==> config.mk <==
export PLATFORM = sky130hd
export DESIGN_NAME = alu_stack_feeder
export DESIGN_NICKNAME = d
export VERILOG_FILES = /design/src/rtl/alu_stack_feeder.sv
export SDC_FILE = /design/constraint.sdc
export NUM_CORES = 1
export LEC_CHECK = 0
export BUFFER_PORTS_ARGS = -buffer_cell sky130_fd_sc_hd__buf_2
export CAP_MARGIN = 20
export CORE_ASPECT_RATIO = 1.75
export CORE_UTILIZATION = 50
export CTS_CLUSTER_DIAMETER = 40
export DETAILED_ROUTE_END_ITERATION = 8
export GPL_TIMING_DRIVEN = 0
export PLACE_DENSITY = 0.73
export SLEW_MARGIN = 20
export SYNTH_ARGS = -nofsm -noshare
export SYNTH_HDL_FRONTEND = slang
export SYNTH_SLANG_ARGS = --single-unit
==> constraint.sdc <==
create_clock -name clk -period 4 [get_ports clk]
set_clock_uncertainty 0.2 [all_clocks]
set_input_delay 0.6 -clock clk [delete_from_list [all_inputs] [get_ports clk]]
set_output_delay 0.6 -clock clk [all_outputs]
set_load 0.05 [all_outputs]
==> src/rtl/alu_stack_feeder.sv <==
// ---------------------------------------------------------------------------
// alu_stack_feeder
//
// Operand stage that sits in front of a 16-bit combinational ALU running in
// stack mode. It keeps a LIFO of DEPTH 16-bit operands and takes commands
// over a valid/ready handshake:
//   PUSH   - store cmd_data on top of the stack (single cycle)
//   POP    - remove the top entry and present it on pop_data (single cycle)
//   UNARY  - top -> ALU -> replaces top
//   BINARY - (second, top) -> ALU -> replaces both with one result
// Arithmetic commands run IDLE -> OPRD -> WB. Operands are registered on
// accept, the ALU settles during OPRD, and the result is written back on the
// OPRD -> WB edge together with the latched n/z/p flags.
//
// Ports
//   clk, rst_n          clock (rising edge), asynchronous active-low reset
//   cmd_valid/cmd_ready command handshake (ready only in IDLE)
//   cmd_type            00 PUSH, 01 POP, 10 UNARY, 11 BINARY
//   cmd_data            PUSH operand
//   cmd_aluop           ALU opcode for UNARY/BINARY
//   alu_op/alu_a/alu_b  registered opcode/operands to the ALU (op 1111 = hold)
//   alu_res, alu_n/z/p  ALU result and flags
//   pop_valid/pop_data  one-cycle pulse carrying the popped value
//   nzp                 {n,z,p} of the last written-back result
//   depth               current number of stack entries
//   err_ovf/err_udf     sticky overflow / underflow-or-illegal-opcode flags
//   err_clr             synchronous clear of both sticky flags (wins over set)
// ---------------------------------------------------------------------------
module alu_stack_feeder #(
    parameter int DEPTH = 8,
    parameter int PTR_W = 4
) (
    input  logic             clk,
    input  logic             rst_n,
    input  logic             cmd_valid,
    output logic             cmd_ready,
    input  logic [1:0]       cmd_type,
    input  logic [15:0]      cmd_data,
    input  logic [3:0]       cmd_aluop,
    output logic [3:0]       alu_op,
    output logic [15:0]      alu_a,
    output logic [15:0]      alu_b,
    input  logic [15:0]      alu_res,
    input  logic             alu_n,
    input  logic             alu_z,
    input  logic             alu_p,
    output logic             pop_valid,
    output logic [15:0]      pop_data,
    output logic [2:0]       nzp,
    output logic [PTR_W-1:0] depth,
    output logic             err_ovf,
    output logic             err_udf,
    input  logic             err_clr
);

    localparam int IDX_W = $clog2(DEPTH);

    localparam logic [1:0] CMD_PUSH   = 2'b00;
    localparam logic [1:0] CMD_POP    = 2'b01;
    localparam logic [1:0] CMD_UNARY  = 2'b10;
    localparam logic [1:0] CMD_BINARY = 2'b11;

    localparam logic [3:0] OP_HOLD = 4'b1111;

    // One bit per opcode value: set where that opcode is legal for the
    // command class. Unary: 1, 7, 8. Binary: 0, 2, 3, 4, 5, 6.
    localparam logic [15:0] UNARY_MASK  = 16'h0182;
    localparam logic [15:0] BINARY_MASK = 16'h007D;

    typedef enum logic [1:0] {
        ST_IDLE = 2'b00,
        ST_OPRD = 2'b01,
        ST_WB   = 2'b10
    } state_t;

    // -----------------------------------------------------------------------
    // State and registered outputs
    // -----------------------------------------------------------------------
    state_t           state_reg, state_next;
    logic [PTR_W-1:0] depth_reg, depth_next;
    logic [3:0]       alu_op_reg;
    logic [15:0]      alu_a_reg;
    logic [15:0]      alu_b_reg;
    logic             pop_valid_reg;
    logic [15:0]      pop_data_reg;
    logic [2:0]       nzp_reg;
    logic             err_ovf_reg;
    logic             err_udf_reg;
    logic             binary_reg;   // operation in flight is BINARY

    // -----------------------------------------------------------------------
    // Stack storage (no reset: contents are meaningless while depth is 0)
    // -----------------------------------------------------------------------
    logic [15:0]      stack_mem [DEPTH];
    logic             wr_en;
    logic [IDX_W-1:0] wr_idx;
    logic [15:0]      wr_data;

    // Index arithmetic is done in IDX_W bits; with DEPTH a power of two the
    // wrap from depth==DEPTH (low bits all zero) lands on the right entry.
    logic [IDX_W-1:0] push_idx;
    logic [IDX_W-1:0] top_idx;
    logic [IDX_W-1:0] sec_idx;
    logic [15:0]      top_val;
    logic [15:0]      sec_val;

    assign push_idx = depth_reg[IDX_W-1:0];
    assign top_idx  = depth_reg[IDX_W-1:0] - IDX_W'(1);
    assign sec_idx  = depth_reg[IDX_W-1:0] - IDX_W'(2);
    assign top_val  = stack_mem[top_idx];
    assign sec_val  = stack_mem[sec_idx];

    // -----------------------------------------------------------------------
    // Command decode
    // -----------------------------------------------------------------------
    logic accept;
    logic has_one;
    logic has_two;
    logic is_full;
    logic unary_legal;
    logic binary_legal;
    logic do_push;
    logic do_pop;
    logic do_unary;
    logic do_binary;
    logic start_op;
    logic wb_en;
    logic ovf_set;
    logic udf_set;

    assign cmd_ready = (state_reg == ST_IDLE);
    assign accept    = cmd_valid & cmd_ready;

    assign has_one = (depth_reg != '0);
    assign has_two = (depth_reg >= PTR_W'(2));
    assign is_full = (depth_reg == PTR_W'(DEPTH));

    assign unary_legal  = UNARY_MASK[cmd_aluop];
    assign binary_legal = BINARY_MASK[cmd_aluop];

    always_comb begin
        do_push   = 1'b0;
        do_pop    = 1'b0;
        do_unary  = 1'b0;
        do_binary = 1'b0;
        ovf_set   = 1'b0;
        udf_set   = 1'b0;
        if (accept) begin
            case (cmd_type)
                CMD_PUSH: begin
                    do_push = ~is_full;
                    ovf_set = is_full;
                end
                CMD_POP: begin
                    do_pop  = has_one;
                    udf_set = ~has_one;
                end
                CMD_UNARY: begin
                    do_unary = unary_legal & has_one;
                    udf_set  = ~(unary_legal & has_one);
                end
                CMD_BINARY: begin
                    do_binary = binary_legal & has_two;
                    udf_set   = ~(binary_legal & has_two);
                end
                default: ;
            endcase
        end
    end

    assign start_op = do_unary | do_binary;
    // Writeback happens on the edge that leaves OPRD; a reset during OPRD
    // forces IDLE asynchronously, so the write never occurs.
    assign wb_en    = (state_reg == ST_OPRD);

    // -----------------------------------------------------------------------
    // FSM
    // -----------------------------------------------------------------------
    always_ff @(posedge clk or negedge rst_n) begin
        if (!rst_n) begin
            state_reg <= ST_IDLE;
        end else begin
            state_reg <= state_next;
        end
    end

    always_comb begin
        state_next = state_reg;
        case (state_reg)
            ST_IDLE: if (start_op) state_next = ST_OPRD;
            ST_OPRD: state_next = ST_WB;
            ST_WB:   state_next = ST_IDLE;
            default: state_next = ST_IDLE;
        endcase
    end

    // -----------------------------------------------------------------------
    // Stack write port and depth update
    // -----------------------------------------------------------------------
    always_comb begin
        wr_en      = 1'b0;
        wr_idx     = push_idx;
        wr_data    = cmd_data;
        depth_next = depth_reg;
        if (do_push) begin
            wr_en      = 1'b1;
            depth_next = depth_reg + PTR_W'(1);
        end else if (do_pop) begin
            depth_next = depth_reg - PTR_W'(1);
        end else if (wb_en) begin
            wr_en   = 1'b1;
            wr_data = alu_res;
            if (binary_reg) begin
                wr_idx     = sec_idx;
                depth_next = depth_reg - PTR_W'(1);
            end else begin
                wr_idx = top_idx;
            end
        end
    end

    always_ff @(posedge clk) begin
        if (wr_en) begin
            stack_mem[wr_idx] <= wr_data;
        end
    end

    // -----------------------------------------------------------------------
    // Datapath registers
    // -----------------------------------------------------------------------
    always_ff @(posedge clk or negedge rst_n) begin
        if (!rst_n) begin
            depth_reg     <= '0;
            alu_op_reg    <= OP_HOLD;
            alu_a_reg     <= '0;
            alu_b_reg     <= '0;
            pop_valid_reg <= 1'b0;
            pop_data_reg  <= '0;
            nzp_reg       <= 3'b010;
            err_ovf_reg   <= 1'b0;
            err_udf_reg   <= 1'b0;
            binary_reg    <= 1'b0;
        end else begin
            depth_reg     <= depth_next;
            pop_valid_reg <= do_pop;
            if (do_pop) begin
                pop_data_reg <= top_val;
            end

            if (start_op) begin
                alu_op_reg <= cmd_aluop;
                binary_reg <= do_binary;
                alu_a_reg  <= do_binary ? sec_val : top_val;
                alu_b_reg  <= do_binary ? top_val : 16'h0000;
            end else if (wb_en) begin
                alu_op_reg <= OP_HOLD;
            end

            if (wb_en) begin
                nzp_reg <= {alu_n, alu_z, alu_p};
            end

            if (err_clr) begin
                err_ovf_reg <= 1'b0;
                err_udf_reg <= 1'b0;
            end else begin
                if (ovf_set) err_ovf_reg <= 1'b1;
                if (udf_set) err_udf_reg <= 1'b1;
            end
        end
    end

    assign alu_op    = alu_op_reg;
    assign alu_a     = alu_a_reg;
    assign alu_b     = alu_b_reg;
    assign pop_valid = pop_valid_reg;
    assign pop_data  = pop_data_reg;
    assign nzp       = nzp_reg;
    assign depth     = depth_reg;
    assign err_ovf   = err_ovf_reg;
    assign err_udf   = err_udf_reg;

endmodule
==> results.toml, run 1 <==
[worst_setup_path]
required_ns = 4.09
path_max_fanout = 19
cp.arrival_ns = 3.94
criticalPathCategory = "register to register"
cp-end-kind = "register"
crit_path_start_kind = "register"

[pwr]
power_switching_uw = 4170
swShare = 0.452
p_leak_uw = 0.00427
seq_power_share = 0.299
clockPowerShare = 0.186
combPwrFrac = 0.514
p_int_uw = 5050
totalPowerFinal_uw = 9220
ir_worst_vdd_mv = 0.521
power_density_mw_per_mm2 = 870

[yosys]
syn_area_per_cell_sq_um = 13.6
syn_area_sq_mm = 0.00891
syn_nets = 704
synth_area_leaders = "edfxtp_1 (43%), dfrtp_1 (17%), mux4_2 (8.1%)"
netlist.area_leader.share = 0.431
synthArstFlopShare = 0.337
synth_cell_types = 51
synth-edff-count = 128
yosysSeqAreaShare = 0.614
synth_top_flop_cell = "edfxtp_1"
postSynthCellCount = 654
ys_ff_latch = 193
yosys.area.top_type = "edfxtp_1"
yosys_warnings = 0

[final_layout]
seqCellArea_sq_mm = 0.00548
drive_gt1_frac = 0.299
multi_input_area_sq_mm = 0.00325
num_antenna_cells = 0
regMostFlops = "stack_mem"
finalCoreUtilization = 0.608
synthToLayoutAreaGrowth_pct = 19.0
finalNetCount = 842
largest_reg_flops = 128
nFillCells = 1372

[die]
start_util = 0.511
die_x_microns = 103
io_pins = 108
die_h_microns = 179
std_cell_rows = 64
core-area_sq_mm = 0.0175
die_area_sq_mm = 0.0184

[global_routing]
grt_pass1_wl_microns = 35300
antenna_found_initial = 0
grt_overflow = 0
grt_pass1_vias = 6525
grtUsageTotal = 0.271
grt_start_max_net_pins = 66

[placed_design]
io_buffers = 107
dp_slack_ns = -0.912
detailed_place_hpwl_microns = 16600
gp_congestion = 0.880

[timing]
slew_viol_final = 0
fin_ws_ns = 0.150
whs_ns = 0.0316
finalCriticalPeriod_ns = 3.85
setup_viol = 0
rsz0062_at_grt = "false"
fin_crit_sh = 0.963
hold_viol = 0
slew_headroom = 0.247
worstMarginPinSlew_ns = 1.13
max_freq_mhz = 260

[route]
drc = 0
dr_wl_met3_microns = 1550
drtAntennaViolNets = 0
wl_met1_microns = 8360
top_layer = "met4"
via_count = 6226
dr_wl_met2_microns = 12500
dr.pass1.iters = 9
viasPerCell = 6.02
wl_per_cell_microns = 22.9
drtIter0Drc = 579
routed_wl_microns = 23700

[clock_network]
root_buffer = "clkbuf_16"
clock-sinks = 193
cts_tree = "built"
clock_path_buffers = 2
clk_latency_ns = 0.44
clk_pin_slew_worst_paths_ns = 0.07
numCtsBuffers = 17
htreeDepth = 4

[run]
maxCapViolCount = 0

[outcome]
outcome = "complete, no violations"

[worst_hold_path]
hp-class = "input port to asynchronous set/reset pin"
-- worst paths after layout --
kind                           from      endpoint  slack (ns)  cells past startpoint
max reg2reg                depth[1]   pop_data[9]        0.15                     11
min                           rst_n  pop_data[13]        0.03                      1
max in group asynchronous     rst_n        nzp[2]        3.03                      1
min in group clk              alu_z        nzp[1]        0.16                      3
max                        depth[1]   pop_data[9]        0.15                     11
min reg2reg                  nzp[1]        nzp[1]        0.27                      2
-- metrics by stage --
stage / std cells / TNS [ns] / cell area, sq um
floorplan: 654 / -7.75 / 8930
global placement: 992 / -118.37 / 9750
detailed placement: 996 / -91.78 / 9820
CTS: 1032 / 0 / 10600
global route: 1035 / 0 / 10600
finish: 1035 / 0 / 10600
-- critical path, stage by stage (launching register included) --
cell,delay (ns)
dfrtp_1,0.48
buf_4,0.30
buf_6,0.30
inv_1,0.08
ha_1,0.18
buf_2,0.18
xnor2_1,0.18
nor2_1,0.64
clkbuf_1,0.57
a22oi_1,0.19
nand2_1,0.27
o21ai_0,0.12
-- power by group through the flow --
stage	clock network (uW)	registers, uW	logic, uW
floorplan	0	3720	2390
global placement	0	2770	4490
detailed placement	0	2800	4600
CTS	1730	2760	4660
global route	1800	2800	4990
finish	1720	2760	4750
-- cell families after synthesis --
| logic type | count (synthesis) | share of synthesized area |
|---|---|---|
| DFF | 193 | 0.614 |
| and+or+nand+nor | 172 | 0.0833 |
| muxes | 115 | 0.177 |
| AOI/OAI and AO/OA | 108 | 0.0851 |
| buffers and inverters | 56 | 0.0275 |
| xor gates and xnor gates | 5 | 0.00491 |
| adders and majority gates | 5 | 0.00786 |
-- routing by layer --
| layer | vias up | global-route usage |
|---|---|---|
| met3 | 109 | 0.0525 |
| met4 | 0 | 0.186 |
| met2 | 318 | 0.466 |
| met1 | 3047 | 0.296 |
| li1 | 2752 | - |
| met5 | - | 0 |
-- final cells by class --
| type | count | share of cell area |
|---|---|---|
| tap | 231 | 0.0273 |
| clock buffer | 17 | 0.0401 |
| buffer | 46 | 0.0203 |
| multi-input combinational | 405 | 0.307 |
| timing repair buffer | 120 | 0.0698 |
| sequential | 193 | 0.516 |
| clock inverter | 14 | 0.0159 |
| inverter | 9 | 0.00366 |
-- layout by cell type, fill, tap and decap left out, types with 5 or more instances in the layout --
| cell | instances |
|---|---|
| nor2_4 | 8 |
| dfrtp_1 | 60 |
| buf_2 | 120 |
| o2bb2ai_1 | 15 |
| buf_4 | 5 |
| clkbuf_1 | 25 |
| o21ai_1 | 6 |
| mux2i_1 | 66 |
| edfxtp_1 | 128 |
| inv_1 | 6 |
| nand2_1 | 113 |
| mux2_2 | 16 |
| nand3_1 | 19 |
| clkbuf_16 | 17 |
| nor2_1 | 8 |
| buf_12 | 6 |
| dfstp_2 | 5 |
| a21oi_1 | 13 |
| inv_6 | 6 |
| mux4_2 | 32 |
| o211ai_1 | 17 |
| o21ai_0 | 14 |
| a22oi_1 | 32 |
-- Yosys cell counts (all sizes together) (2+ instances only) --
master   instances
or4b             2
nor4             2
edfxtp         128
dfrtp           60
inv              8
a21oi           14
nor2b            3
and3             3
o2bb2ai         15
a22oi           32
mux2            17
clkbuf          27
buf             20
nor3             4
xnor2            4
a21o             2
mux2i           66
ha               4
nand3b           2
mux4            32
nand3           19
o211ai          17
nor2            17
and2             3
o21ai           20
nand2          113
dfstp            5
-- timing repair --
action                                  in CTS  in global routing
resized for setup                            9                  6
hold buffers                                 0                  0
pin swaps                                    6                  2
endpoints found under the setup margin     176                 99
buffers inserted                             6                  3
No activity file was read; power rests on OpenSTA's default activity.
==> run 2: changes to the inputs <==
--- a/config.mk
+++ b/config.mk
@@ -5,6 +5,7 @@
 export SDC_FILE = /design/constraint.sdc
 export NUM_CORES = 1
 export LEC_CHECK = 0
+export ABC_AREA = 1
 export BUFFER_PORTS_ARGS = -buffer_cell sky130_fd_sc_hd__buf_2
 export CAP_MARGIN = 20
 export CORE_ASPECT_RATIO = 1.75
==> results.toml, run 2 <==
[route]
drtIter0Drc = 973
drc = 0
via_count = 8092
wl_per_cell_microns = 20.9
drtAntennaViolNets = 0
dr.pass1.iters = 6
viasPerCell = 5.81
routed_wl_microns = 29100

[timing]
worstMarginPinSlew_ns = 0.868
slew_viol_final = 0
setup_viol = 0
fin_crit_sh = 0.989
hold_viol = 0
slew_headroom = 0.422
max_freq_mhz = 253
final.setup.tns_ns = 0
rsz0062_at_grt = "false"
fin_ws_ns = 0.0441
finalCriticalPeriod_ns = 3.96

[worst_setup_path]
crit_chain = "buf_4 > inv_2 > buf_4 > buf_2 > ha_1 > clkinvlp_4 > o21ai_0 > o21ai_0 > nand2_1 > nor2_2 > buf_8"
reg2regPathDepth = 11
criticalPathCategory = "register to register"
reg2reg_slack_ns = 0.04
cpPeakStageDelay_ns = 0.60
cp.arrival_ns = 3.92
crit_path_start_kind = "register"
worstReg2RegStart = "depth[0]"
cpMaxStageDelayCell = "nor2_2"
path_max_fanout = 11
cp-end-kind = "register"
required_ns = 3.96
rr_endpoint = "stack_mem[2][10]"

[yosys]
netlist.area_leader.share = 0.415
synthTopCellsByCount = "nand2_1 (286), edfxtp_1 (128), o21ai_0 (126), a21oi_1 (104), inv_1 (92)"
syn_area_sq_mm = 0.00926
synth.most_common_cell = "nand2_1"
yosys.area.top_type = "edfxtp_1"
ys_ff_latch = 193
synthArstFlopShare = 0.337
syn_area_per_cell_sq_um = 9.15
postSynthCellCount = 1012
synth_top_flop_cell = "edfxtp_1"
yosys_warnings = 0
synth_area_leaders = "edfxtp_1 (42%), dfrtp_1 (16%), nand2_1 (12%)"
synth_cell_types = 30
yosysSeqAreaShare = 0.592
syn_nets = 1062
synth-edff-count = 128

[placed_design]
detailed_place_hpwl_microns = 20000
dp_cells = 1358
dp_slack_ns = 0.176
gp_congestion = 0.964
dpl-instance-area_sq_mm = 0.0102
io_buffers = 107

[run]
maxCapViolCount = 0

[clock_network]
clock-sinks = 193
numCtsBuffers = 17
clk_pin_slew_worst_paths_ns = 0.08
clk_latency_ns = 0.45
cts_tree = "built"
clock_path_buffers = 2
htreeDepth = 4
root_buffer = "clkbuf_16"

[global_routing]
grt_pass1_vias = 7882
grt_pass1_wl_microns = 43900
antenna_found_initial = 0
grt_start_max_net_pins = 34
grtUsageTotal = 0.315
grt_overflow = 0

[final_layout]
layout_common_cells = "nand2_1 (286), buf_2 (136), edfxtp_1 (128)"
finalNetCount = 1196
final_area_sq_mm = 0.0108
mostFrequentLayoutCell = "nand2_1"
num_antenna_cells = 0
finalNonFillerCells = 1393
drive_gt1_frac = 0.182
largest_reg_flops = 128
synthToLayoutAreaGrowth_pct = 17.2
regMostFlops = "stack_mem"

[worst_hold_path]
holdPathEnd = "err_udf"
hold_start = "err_clr"
hp-class = "input port to register"
hold_path_depth = 2

[pwr]
power_density_mw_per_mm2 = 900
p_leak_uw = 0.00485
swShare = 0.512
combPwrFrac = 0.544
clockPowerShare = 0.178
seq_power_share = 0.278
totalPowerFinal_uw = 9760
ir_worst_vdd_mv = 0.510
power_switching_uw = 5000
p_int_uw = 4760

[die]
die_h_microns = 182
start_util = 0.513
die_area_sq_mm = 0.0191
io_pins = 108
die_x_microns = 105
std_cell_rows = 65
core-area_sq_mm = 0.0181

[outcome]
outcome = "complete, no violations"
## run 2: kinds of logic (layout without fill, tap and decap cells)
kind of cell	Yosys count	after routing	synth area share
AND/OR/NAND/NOR	375	375	0.160
AO/OA/AOI/OAI	280	280	0.163
flip-flops	193	193	0.592
buffers and inverters	154	301	0.0718
adder cells (fa/ha/maj)	5	5	0.00757
XOR/XNOR	5	5	0.00554
## run 2: final cells by class
type,instances,area (sq um)
multi-input combinational,665,3150
buffer,57,300
sequential,193,5480
fill,1581,7210
clock buffer,17,425
tap,234,293
clock inverter,15,169
inverter,97,368
timing repair buffer,115,661
## run 2: worst max-delay path by stage
| stage | from | end | slack, ns | depth (start not counted) |
|---|---|---|---|---|
| after floorplan | depth[0] | stack_mem[0][0] | 0.54 | 11 |
| after global placement | depth[0] | stack_mem[4][14] | -0.74 | 11 |
| final | depth[0] | stack_mem[2][10] | 0.04 | 11 |
| after global routing | depth[0] | stack_mem[2][10] | 0.0007 | 11 |
| after detailed placement | depth[0] | stack_mem[5][13] | 0.18 | 11 |
| after CTS | depth[0] | stack_mem[5][10] | 0.08 | 11 |
## run 2: power by group through the flow
stage                     clock (uW)  combinational (uW)  sequential (uW)
after global routing            1810                5590             2750
after detailed placement           0                5090             2750
after CTS                       1740                5120             2710
after global placement             0                5000             2750
final                           1740                5310             2720
after floorplan                    0                2520             3660
## run 2: worst max-delay path, delay by kind of cell, from the launching register on
| kind | cells | cell delay (ns) |
|---|---|---|
| AOI/OAI and AO/OA | 2 | 0.54 |
| and+or+nand+nor | 2 | 0.77 |
| adders and majority gates | 1 | 0.33 |
| buffers and inverters | 6 | 1.36 |
| DFF | 1 | 0.45 |
## run 2: per-stage QoR
| stage | util | hold slack, ns |
|---|---|---|
| finish | 0.601 | 0.109 |
| CTS | 0.598 | 0.112 |
| detailed placement | 0.565 | 0.253 |
| floorplan | - | 0.104 |
| global route | 0.601 | 0.114 |
| global placement | 0.558 | 0.248 |
## run 2: layer usage
| metal | share of wire | wire [microns] | up-vias | track usage |
|---|---|---|---|---|
| li1 | - | - | 3669 | - |
| met1 | 0.34 | 10000 | 3736 | 0.354 |
| met2 | 0.50 | 14600 | 547 | 0.544 |
| met3 | 0.093 | 2710 | 140 | 0.0607 |
| met4 | 0.061 | 1790 | 0 | 0.206 |
| met5 | 0 | 0 | - | 0 |
## run 2: repair_timing
action                                 CTS  global route
endpoints found under the hold margin   27             0
hold buffers                             1             0
setup endpoints to repair                0            27
buffers inserted                         0             2
resized for setup                        0             1
